--- src/rtl/fetch_unit.sv ---
// Fetch stage: PC register, F/D pipeline latch, branch-redirect handling
// and a saturating misprediction counter. The resolved next PC from execute
// is compared against the prediction carried with that instruction; on a
// mismatch fetch is redirected and the decode latch is killed.
module fetch_unit (
  input  logic        clock,
  input  logic        clear,
  input  logic        stall,
  input  logic        bp_taken,
  input  logic [11:0] bp_target,
  input  logic [31:0] imem_data,
  input  logic        ex_valid,
  input  logic [11:0] ex_pc,
  input  logic [11:0] ex_pred_next,
  input  logic [11:0] ex_correct_addr,
  output logic [11:0] pc_out,
  output logic [31:0] fd_insn,
  output logic [11:0] fd_pc,
  output logic [11:0] fd_pc_plus1,
  output logic [11:0] fd_pred_next,
  output logic        fd_valid,
  output logic        flush,
  output logic        bp_guessed_wrong,
  output logic [11:0] bp_original_pc,
  output logic [11:0] bp_correct_address,
  output logic [11:0] bp_next_pc,
  output logic [15:0] mispredict_count
);

  logic [11:0] pcPlus1;
  logic [11:0] predNext;
  logic        mispredict;

  // Next-PC prediction and redirect detection; 12-bit adds wrap naturally.
  always_comb begin
    pcPlus1    = pc_out + 12'd1;
    predNext   = bp_taken ? bp_target : pcPlus1;
    mispredict = ex_valid && (ex_correct_addr != ex_pred_next);
  end

  // Predictor update port and flush mirror the execute-stage resolution;
  // they are not gated by clear, consumers must qualify them.
  always_comb begin
    flush              = mispredict;
    bp_guessed_wrong   = mispredict;
    bp_original_pc     = ex_pc;
    bp_correct_address = ex_correct_addr;
    bp_next_pc         = ex_pc + 12'd1;
  end

  // PC register: clear, then redirect (overrides stall), then hold, then predict.
  always_ff @(posedge clock) begin
    if (clear)           pc_out <= 12'h000;
    else if (mispredict) pc_out <= ex_correct_addr;
    else if (!stall)     pc_out <= predNext;
  end

  // F/D latch: a redirect inserts a zeroed bubble even while stalled.
  always_ff @(posedge clock) begin
    if (clear || mispredict) begin
      fd_insn      <= 32'h0;
      fd_pc        <= 12'h000;
      fd_pc_plus1  <= 12'h000;
      fd_pred_next <= 12'h000;
      fd_valid     <= 1'b0;
    end else if (!stall) begin
      fd_insn      <= imem_data;
      fd_pc        <= pc_out;
      fd_pc_plus1  <= pcPlus1;
      fd_pred_next <= predNext;
      fd_valid     <= 1'b1;
    end
  end

  // Misprediction counter, saturating at all-ones.
  always_ff @(posedge clock) begin
    if (clear)
      mispredict_count <= 16'h0000;
    else if (mispredict && (mispredict_count != 16'hFFFF))
      mispredict_count <= mispredict_count + 16'd1;
  end

endmodule

--- config.mk ---
export PLATFORM = sky130hd
export DESIGN_NAME = fetch_unit
export DESIGN_NICKNAME = d
export VERILOG_FILES = /design/src/rtl/fetch_unit.sv
export SDC_FILE = /design/constraint.sdc
export NUM_CORES = 1
export LEC_CHECK = 0
export BUFFER_PORTS_ARGS = -buffer_cell sky130_fd_sc_hd__buf_2
export CAP_MARGIN = 25
export CORE_MARGIN = 5
export CORE_UTILIZATION = 47
export CTS_CLUSTER_DIAMETER = 100
export DETAILED_ROUTE_END_ITERATION = 16
export MAX_ROUTING_LAYER = met4
export PLACE_DENSITY = 0.91
export SLEW_MARGIN = 40
export SYNTH_ARGS = -nofsm -noshare
export SYNTH_HDL_FRONTEND = slang
export SYNTH_SLANG_ARGS = --single-unit
--- constraint.sdc ---
create_clock -name clock -period 2.9 [get_ports clock]
set_input_delay 0.58 -clock clock [delete_from_list [all_inputs] [get_ports clock]]
set_output_delay 0.58 -clock clock [all_outputs]
set_load 0.05 [all_outputs]
# Yosys cells after proc, flatten, opt, wreduce, memory -nomap -nowiden
# Index checks and enable logic that the tools add are counted.
# totals
output_inout_bits,135
ff_bits,97
# op_classes
reduce_logical,3
muxes,3
n_eq_ne,3
add_sub_neg,3
# ops
cell,count
$mux 12,3
$add 12x1->12 const B,2
$add 16x1->16 const B,1
$ne 16x16->1 const B,1
$ne 12x12->1,1
$logic_and 1x1->1,2
$ne 2x1->1 const B,1
$logic_or 1x1->1,1

# Longest topological paths before layout
# logic_depth
word_depth,4
mapped_depth,7
mapped_depth_nobuf,6

# Worst setup path before layout
# OpenSTA, ideal clock, no wires.
# synth_timing
kind,input-to-output
startpoint,input port ex_pred_next[0]
endpoint,output port flush
path_slack_ps,208
required_time_ps,2320
n_path_buf,3
arrival_time_ps,2112
path_stages,7
path_cell_list,xnor2_1 nand4_1 o31ai_2 buf_2 buf_4 inv_1 buf_4
# synth_via
elab_chain_len,2
# synth_lines
element,line_no,text
"start, declared",14,"input logic [11:0] ex_pred_next,"
$ne 12x12->1,38,mispredict = ex_valid && (ex_correct_addr != ex_pred_next);
$logic_and 1x1->1,38,
"end, declared",22,"output logic flush,"
# Every way passes these cells.

# Final worst setup path
# layout_timing
startpoint,input port ex_correct_addr[9]
endpoint,output port bp_guessed_wrong
# layout_via
elab_chain_len,2
# layout_lines
element,line_no,text
"start, declared",15,"input logic [11:0] ex_correct_addr,"
$ne 12x12->1,38,
$logic_and 1x1->1,38,
"end, declared",23,"output logic bp_guessed_wrong,"
# Every way passes these cells.

==> results.md <==
- Primary FF master, synth: dfxtp_1
- Layout cells sized above 1: roughly 36%
- Total gr overflow: 0
- Mapped Nets: 640
- Ant. Diodes: 0
- Number of global-route vias before repair: 4688
- Most numerous cell in the Yosys netlist: dfxtp_1
- Clock sinks: 97
- Class of the worst hold path: in -> reg
- Yosys top cell by area: dfxtp_1
- CP Class: in -> out
- Power per cell area: a little over 500 mW/mm^2
- Die ar.: 0.0123 sq mm
- Yosys Warn Count: 0
- Worst-case reg-to-reg path depth: 5
- Routed Antenna Nets: 0
- Post-synth top area share: between 40% and 50%
- Register area share after synthesis: roughly 41%
- Hold buffers post-CTS: 0
- Final-report hold violation count: 0
- Element type at the critical path start: primary input
- Vias per cell: approximately 5.4
- RSZ-0062 raised after global routing: false
- Pleak: about 0.0028 uW
- Starting Density: between 40% and 50%
- Reg-to-reg critical path startpoint: pc_out[2]
- CTS H-tree lvls: 3
- Clock Pin Slew Worst Setup and Hold Paths: about 0.10 ns
- Placed Cells incl. Taps: 859
- Clock latency on the worst-skew pair: 0.37 ns
- CP Capture Type: output port
- Detailed Route WL: approximately 14000 um
- DR pass1 iterations: 4
- Clk root buf: clkbuf_8
- Crit path time final: around 2.6 ns
- WL/cell: 16.5 um
- Setup crit start: ex_correct_addr[9]
- Post-synth EDFFs: 0
- Least-Margin Pin Slew: between 0.7 and 0.8 ns
- Met1 Use GR: a little over a quarter
- Worst Path Required: 2.32 ns
- Global-route wire length before repair: approximately 23000 um
- Die H: about 110 um
- Clk_skew: around 0.0087 ns
- Crit Path Max Fanout: 4
- Outcome: complete, no violations
- Nets@finish: a little over 800
- Critical Path AT: about 2.0 ns
- Cell variety after synth: 55
- Core Box Area: 0.00986 sq mm
- TritonCTS Buffers: 9
- Cell Area, Synth: around 0.0048 sq mm
- Largest cells by area after synthesis: dfxtp_1 41%, mux2i_1 11%, nor2_1 6.5%
- IO Pins: 220
- Slew Viols, Final: 0
- Post-CTS Setup Repair Bufs: 0
- Largest net degree at the start of global routing: 34
- Total power: approximately 3100 uW
- Initial antenna violation count: 0
- Flops & latches, synth: 97
- Layout area overhead: 26.3%
- PostCTS Resize Cnt: 0
- DIE WIDTH: 111 um
- Grt peak-use layer: met2
- Synth Instances: between 500 and 600
- Slew margin rel.: between 50% and 60%
- Commonest cells in the netlist: 97 x dfxtp_1, 83 x nor2_1, 51 x mux2i_1, 38 x nand2_1, 31 x a21oi_1
- Endpoints failing setup: 0
- Worst flop-to-flop path endpoint: fd_pred_next[9]
- Layout Cells excl Fill: between 800 and 900
- Crit path capture: bp_guessed_wrong
- DRC: 0
- Period utilization: about nine tenths
- Vias post-DR: 4768
- Placer congestion estimate: 0.914
- Ys async rst share: 0%
- Peak VDD IR: between 0.3 and 0.4 mV
- Iteration-0 DRC Markers: 190
- GR Util met2: 40.0%
- Dpl hpwl: 11400 um
- Synth Area per Inst: slightly below 9 sq um
- FF-to-FF setup slack: around 0.91 ns
- Buffers on Ports: 219
- CTS tree: built
- Row count: 36
- Clock Path Buffers: 2
- Maxcap violations: 0
- Tot GR Track Use: about a quarter
- Max Fclk: 389 MHz
- Hold Path Origin: imem_data[31]
- Setup TNS: 0 ns
- Met3 global-route usage: approximately 5.2%
[cells by family after synthesis]
logic type	count (synthesis)	share of synthesized area (%)
fa+ha+maj	3	0.784
buf+inv	73	8.36
xor+xnor	32	5.85
flops	97	40.6
simple gates	198	20.0
mux	56	11.8
compound gates	93	12.6
[power breakdown]
part	switching [uW]	internal, uW	leakage [uW]	total, uW
combinational	495	207	0.00194	703
clock	525	426	0.000111	951
sequential	44.3	1380	0.000790	1420
total	1060	2010	0.00284	3070
[worst max-delay path: stages]
cell and delay [ns]:
buf_2 0.12, xnor2_1 0.25, nand4_1 0.26, o31ai_4 0.40, inv_1 0.14, buf_2 0.23
[stage by stage]
step                hold slack, ns  setup WS [ns]  cell area (sq um)  util (%)
CTS                          0.422          0.318               6050      61.3
detailed placement           0.440          0.335               5830      59.1
floorplan                    0.668          0.208               4790         -
global placement             0.435          0.320               5830      59.1
finish                       0.438          0.329               6050      61.3
global route                 0.444          0.235               6050      61.3
[layout make-up]
cell class / instances / area, sq um
Clock buffer: 9 / 124
Clock inverter: 7 / 95.1
Fill cell: 890 / 3820
Inverter: 12 / 45.0
Multi-Input combinational cell: 382 / 2460
Sequential cell: 97 / 1940
Tap cell: 133 / 166
Timing Repair Buffer: 235 / 1220
[state kept, by name (all words and copies together), names as in the netlist]
name,count
fd_pc_plus1,12
fd_pred_next,12
mispredict_count,16
fd_valid,1
pc_out,12
fd_pc,12
fd_insn,32
[worst min-delay path by stage]
stage,endpoint,cells past startpoint
after CTS,fd_insn[6],3
after global placement,fd_valid,2
final,fd_insn[31],3
after global routing,fd_insn[23],3
after floorplan,fd_valid,2
after detailed placement,fd_valid,2
[per-layer routing]
metal	wire length, um	vias up
li1	-	2282
met1	5710	2220
met2	7160	239
met5	0	-
met4	346	0
met3	1220	27
[cell usage in the layout (no fill, tap or decap), drive strengths merged, types with 3 or more instances in the layout]
cell    count
a211oi      7
a21oi      31
and4        4
buf       235
clkbuf      9
clkinv      4
dfxtp      97
ha          3
inv        14
mux2        5
mux2i      51
nand2      38
nand3      16
nand4      13
nor2       83
nor2b       8
nor3        8
nor4        6
o21a        6
o21ai      13
o22ai       5
o311ai      3
o31ai       9
o41ai       4
or2         3
or4         7
xnor2      25
xor2        7
No activity file was read; power rests on OpenSTA's default activity.
